**config.mk**
```make
export PLATFORM = sky130hd
export DESIGN_NAME = descrambler
export DESIGN_NICKNAME = d
export VERILOG_FILES = /design/src/rtl/scrambler_pkg.sv /design/src/rtl/lfsr_expand.sv /design/src/rtl/descrambler.sv
export SDC_FILE = /design/constraint.sdc
export NUM_CORES = 1
export LEC_CHECK = 0
export CAP_MARGIN = 15
export CORE_ASPECT_RATIO = 0.9
export CORE_MARGIN = 2
export CORE_UTILIZATION = 45
export DETAILED_ROUTE_END_ITERATION = 8
export PLACE_DENSITY = 0.74
export SLEW_MARGIN = 10
export SYNTH_ARGS = -nofsm -noshare
export SYNTH_HDL_FRONTEND = slang
export SYNTH_HIERARCHICAL = 1
export SYNTH_SLANG_ARGS = --single-unit
```
**constraint.sdc**
```tcl
create_clock -name aclk -period 4.4 [get_ports aclk]
set_clock_uncertainty 0.2 [all_clocks]
set_input_delay 0.66 -clock aclk [delete_from_list [all_inputs] [get_ports aclk]]
set_output_delay 0.66 -clock aclk [all_outputs]
set_load 0.005 [all_outputs]
```
**src/rtl/scrambler_pkg.sv**
```systemverilog
// Shared definitions for the 802.11-style s^7+s^4+1 scrambler and descrambler:
// field widths, polynomial taps, descrambler FSM encoding and seed recovery.
package scrambler_pkg;

   localparam int SEED_W    = 7;
   localparam int TAIL_W    = 7;
   localparam int SERVICE_W = 7;
   localparam int TAP_A     = 7;
   localparam int TAP_B     = 4;

   typedef enum logic {
      SYNC = 1'b0,
      RUN  = 1'b1
   } descState_t;

   // Runs x[n-7] = x[n] ^ x[n-4] backwards from x[0..6]; bit 0 of the result is the oldest state bit.
   function automatic logic [SEED_W-1:0] recoverSeed(input logic [SERVICE_W-1:0] head);
      logic [SEED_W+SERVICE_W-1:0] ext;
      ext = '0;
      ext[SEED_W +: SERVICE_W] = head;
      for (int i = SEED_W - 1; i >= 0; i--) begin
         ext[i] = ext[i + TAP_A] ^ ext[i + TAP_A - TAP_B];
      end
      return ext[SEED_W-1:0];
   endfunction

endpackage

```
**src/rtl/lfsr_expand.sv**
```systemverilog
// Expands a 7-bit scrambler state (bit 0 oldest) into the next WIDTH sequence bits.
// Purely combinational so the scrambler and descrambler can share it.
module lfsr_expand
   import scrambler_pkg::*;
#(
   parameter int WIDTH = 32
) (
   input  logic [SEED_W-1:0] state_i,
   output logic [WIDTH-1:0]  seq_o
);

   logic [WIDTH+SEED_W-1:0] ext;

   always_comb begin
      ext = '0;
      ext[SEED_W-1:0] = state_i;
      for (int i = SEED_W; i < WIDTH + SEED_W; i++) begin
         ext[i] = ext[i - TAP_A] ^ ext[i - TAP_B];
      end
   end

   assign seq_o = ext[WIDTH+SEED_W-1:SEED_W];

endmodule

```
**src/rtl/descrambler.sv**
```systemverilog
// Self-synchronising frame descrambler: recovers the scrambler state from the
// zero SERVICE field of each frame's first word, then descrambles with the LFSR.
module descrambler
   import scrambler_pkg::*;
#(
   parameter int WIDTH = 32
) (
   input  logic              aclk,
   input  logic              aresetn,
   input  logic [WIDTH-1:0]  s_axis_tdata,
   input  logic [3:0]        s_axis_tuser,
   input  logic              s_axis_tvalid,
   input  logic              s_axis_tlast,
   output logic              s_axis_tready,
   output logic [WIDTH-1:0]  m_axis_tdata,
   output logic [3:0]        m_axis_tuser,
   output logic              m_axis_tvalid,
   output logic              m_axis_tlast,
   input  logic              m_axis_tready,
   output logic [SEED_W-1:0] seed,
   output logic              seed_err
);

   descState_t        state_q, state_d;
   logic [SEED_W-1:0] lfsr_q, lfsr_d;
   logic [WIDTH-1:0]  mData_q, mData_d;
   logic [3:0]        mUser_q, mUser_d;
   logic              mLast_q, mLast_d;
   logic              mValid_q, mValid_d;
   logic [SEED_W-1:0] seed_q, seed_d;
   logic              seedErr_q, seedErr_d;

   logic              sHandshake;
   logic [SEED_W-1:0] expState;
   logic [WIDTH-1:0]  expSeq;
   logic [WIDTH-1:0]  seqWord;
   logic [WIDTH-1:0]  descrWord;

   assign s_axis_tready = m_axis_tready;
   assign sHandshake    = s_axis_tvalid & m_axis_tready;

   // A frame's first word carries its own state: the scrambled SERVICE bits are x[0..6].
   assign expState = (state_q == SYNC) ? s_axis_tdata[SERVICE_W-1:0] : lfsr_q;

   lfsr_expand #(
      .WIDTH(WIDTH)
   ) u_expand (
      .state_i(expState),
      .seq_o  (expSeq)
   );

   always_comb begin
      state_d   = state_q;
      lfsr_d    = lfsr_q;
      mData_d   = mData_q;
      mUser_d   = mUser_q;
      mLast_d   = mLast_q;
      mValid_d  = mValid_q;
      seed_d    = seed_q;
      seedErr_d = seedErr_q;

      if (state_q == SYNC) begin
         seqWord = {expSeq[WIDTH-SERVICE_W-1:0], s_axis_tdata[SERVICE_W-1:0]};
      end else begin
         seqWord = expSeq;
      end

      descrWord = s_axis_tdata ^ seqWord;
      if (state_q == SYNC) begin
         descrWord[SERVICE_W-1:0] = '0;
      end
      if (s_axis_tlast) begin
         descrWord[WIDTH-1 -: TAIL_W] = '0;
      end

      // Output stage only moves on a slave handshake; otherwise a taken word just drops valid.
      if (sHandshake) begin
         mData_d  = descrWord;
         mUser_d  = s_axis_tuser;
         mLast_d  = s_axis_tlast;
         mValid_d = 1'b1;
         lfsr_d   = seqWord[WIDTH-1 -: SEED_W];
         if (state_q == SYNC) begin
            seed_d    = recoverSeed(s_axis_tdata[SERVICE_W-1:0]);
            seedErr_d = (s_axis_tdata[SERVICE_W-1:0] == '0);
         end
         state_d = s_axis_tlast ? SYNC : RUN;
      end else if (m_axis_tready) begin
         mValid_d = 1'b0;
      end
   end

   always_ff @(posedge aclk) begin
      if (!aresetn) begin
         state_q   <= SYNC;
         lfsr_q    <= '0;
         mData_q   <= '0;
         mUser_q   <= '0;
         mLast_q   <= 1'b0;
         mValid_q  <= 1'b0;
         seed_q    <= '0;
         seedErr_q <= 1'b0;
      end else begin
         state_q   <= state_d;
         lfsr_q    <= lfsr_d;
         mData_q   <= mData_d;
         mUser_q   <= mUser_d;
         mLast_q   <= mLast_d;
         mValid_q  <= mValid_d;
         seed_q    <= seed_d;
         seedErr_q <= seedErr_d;
      end
   end

   assign m_axis_tdata  = mData_q;
   assign m_axis_tuser  = mUser_q;
   assign m_axis_tlast  = mLast_q;
   assign m_axis_tvalid = mValid_q;
   assign seed          = seed_q;
   assign seed_err      = seedErr_q;

endmodule
```
==> metrics.md <==
| Metric | Value |
|---|---|
| Worst r2r src | state_q |
| Drt wl/cell | 15.27 um |
| # rows | 29 |
| Final Critical Period | 2.899 ns |
| Vias in the first global route | 2424 |
| Clock sinks | 54 |
| Core area | 6967 sq um |
| Number of synthesized register bits | 54 |
| Final hold violation count | 0 |
| Crit end category | flip-flop |
| Initial antenna violation count | 0 |
| TritonCTS Buffers | 5 |
| Detail Route Antenna Nets | 0 |
| Post-Route WL | 7649 um |
| # hold bufs at CTS | 0 |
| Area Growth Syn to Fin | 31.07% |
| All-Layer GR Usage | 20.10% |
| DRC Markers | 0 |
| Total leakage power | 1.604 nW |
| Routed via count | 2520 |
| DRT iter0 DRCs | 164 |
| Critical R2R Capture | m_axis_tdata[17] |
| Reg2reg path depth | 7 |
| Complex-gate fraction of the synthesized area | 12.74% |
| RSZ-0062 raised after global routing | false |
| Clock tree from TritonCTS | built |
| Grt total ovfl | 0 |
| Sequential share of the synthesized area | 33.98% |
| Hold Path End | m_axis_tuser[1] |
| Largest area contributor in the netlist | dfxtp_1 |
| DIE HEIGHT | 83.77 um |
| Initial Utilization | 45.67% |
| Synth Net Count | 379 |
| Status | completed |
| Fmax | 344.9 MHz |
| Relative slew slack | 54.47% |
| Setup_tns | 0 ns |
| Hpwl dp | 5747 um |
| Die width | 92.64 um |
| Post-synthesis xor/xnor area fraction | 24.77% |
| Warnings, synthesis | 6 |
| Hold Slack | 0.2718 ns |
| Hold Path Class | reg -> reg |
| Arr. time, crit path | 2.92 ns |
| Mux cell area share after synthesis | 10.34% |
| Buffers on Ports | 87 |
| Max Slew Vio Count | 0 |
| Final GP Congestion | 0.9333 |
| CTS max path bufs | 2 |
| Main combinational cell family by area after synthesis | XOR/XNOR gates |
| Root Buffer | clkbuf_8 |
| Netlist cell types | 30 |
| Worst Path Max Fanout | 7 |
| Worst Path Required | 4.42 ns |
| Pwr/cell area | 327.1 nW/um^2 |
| Via density | 5.030 |
| Synth Instances | 338 |
| Post-synthesis simple-gate area fraction | 12.78% |
| Worst Setup Start Kind | primary input |
| Layout cells sized above 1 | 7.108% |
| Worst hold path startpoint | m_axis_tuser[1] |
| Count of final setup violators | 0 |
| Max rail drop VDD | 0.1632 mV |
| Final net count | 448 |
| Synthesized area | 3182 sq um |
| Area fraction of the dominant cell type after synthesis | 33.98% |
| Tcrit/Tclk final | 65.89% |
| Avg Cell Area, Syn | 9.414 sq um |
| Clock Latency Late Sink | 0.32 ns |
| Slew @ Worst Pin | 0.6830 ns |
| First-pass GRT wire length | 12230 um |
| Synth area leaders | dfxtp_1, xor2_1, xnor2_1, mux2i_1, nand2_1 |
| WS Path Type | in -> reg |
| # IOs | 88 |
| Die area | 7760 sq um |
| N_diodes | 0 |
| Post-cts resize count | 0 |
| Clock-pin slew on the worst setup and hold paths | 0.11 ns |
| Max Cap Viol | 0 |
| H-tree levels | 2 |
| Largest net degree at the start of global routing | 38 |
| Postcts setup bufs | 0 |
| R2R Setup Slk | 1.57 ns |
| Pre-antenna DRT Iters | 4 |
| Worst hold stages | 2 |
| Post-synthesis adder-cell area fraction | 0% |
cell families after synthesis:
family,Yosys count
and+or+nand+nor,83
DFF,54
AOI/OAI and AO/OA,59
muxes,32
xor gates and xnor gates,77
buffers and inverters,33
state kept, by name, indices dropped and copies added, names as in the netlist:
register and cells:
m_axis_tdata 32, m_axis_tlast 1, lfsr_q 7, m_axis_tuser 4, seed_err 1, seed 7, m_axis_tvalid 1, state_q 1
cells in the final DEF, fill, tap and decap left out, drive strengths merged:
master / n
o21ai: 23
mux2i: 25
xnor2: 33
mux2: 7
xor2: 41
inv: 6
bufinv: 1
nand2: 42
nor2b: 15
xor3: 1
clkbuf: 5
a21boi: 10
nand3: 1
nand2b: 1
nor2: 2
a22oi: 14
nor3: 1
clkdlybuf4s50: 87
xnor3: 2
and3: 1
o211a: 10
buf: 4
nor4: 1
dfxtp: 54
a21oi: 2
and2: 19
power breakdown:
part | switching (W) | leakage [nW] | internal (W)
Clock | 0.000182 | 0.0591 | 0.000174
Combinational | 0.000229 | 1.10 | 0.000236
Sequential | 0.0000205 | 0.442 | 0.000521
layer usage:
metal / global-route usage (%) / share of wire (%) / vias up
li1: - / - / 1249
met1: 28.04 / 47 / 1205
met2: 32.32 / 47 / 56
met3: 3.342 / 3.8 / 10
met4: 5.481 / 1.6 / 0
met5: 0 / 0 / -
area by class of cell:
class                      instances  area [sq um]
multi-input combinational        251          1932
clock buffer                       5         68.82
fill                             615          2796
inverter                           4         15.01
sequential                        54          1082
clock inverter                     3         47.55
timing repair buffer              91         908.4
tap                               93         116.4
worst max path at each step:
| stage | startpoint | to | slack [ns] | cells after the start |
|---|---|---|---|---|
| final | s_axis_tdata[0] | m_axis_tdata[27] | 1.50 | 8 |
| after global routing | s_axis_tdata[0] | m_axis_tdata[27] | 1.37 | 8 |
| after CTS | s_axis_tdata[3] | m_axis_tdata[27] | 1.50 | 8 |
| after detailed placement | s_axis_tdata[0] | m_axis_tdata[27] | 1.17 | 8 |
| after global placement | s_axis_tdata[3] | m_axis_tdata[20] | 1.23 | 8 |
| after floorplan | state_q | m_axis_tdata[20] | 1.70 | 11 |
cells in the mapped netlist:
library cell and number:
a21boi_0 10, a21oi_1 2, a22oi_1 14, and2_1 19, and3_1 1, buf_2 7, buf_4 6, buf_6 2
clkbuf_1 13, clkbuf_2 1, dfxtp_1 54, inv_1 4, mux2_2 7, mux2i_1 25, nand2_1 42, nand2b_1 1
nand3_1 1, nor2_1 2, nor2b_1 15, nor3_1 1, nor4_1 1, o211a_1 10, o21ai_0 23, xnor2_1 29
xnor2_2 4, xnor3_1 2, xor2_1 37, xor2_2 3, xor2_4 1, xor3_1 1
per-stage QoR:
step	cells	instance area (sq um)	util (%)	power (W)	setup WS (ns)
after global placement	492	4039	57.97	0.001010	1.227
after detailed placement	492	4039	57.97	0.001016	1.169
after CTS	500	4155	59.64	0.001373	1.504
final	501	4170	59.86	0.001364	1.501
after global routing	501	4170	59.86	0.001435	1.368
after floorplan	338	3182	-	0.0008566	1.698
critical path: stages:
cell,delay (ns)
clkdlybuf4s50_1,0.64
mux2_2,0.38
xnor3_1,0.43
xor2_1,0.26
mux2i_1,0.16
xnor2_1,0.15
a22oi_1,0.17
nor2b_1,0.07
Power figures use the tool's default switching activity.
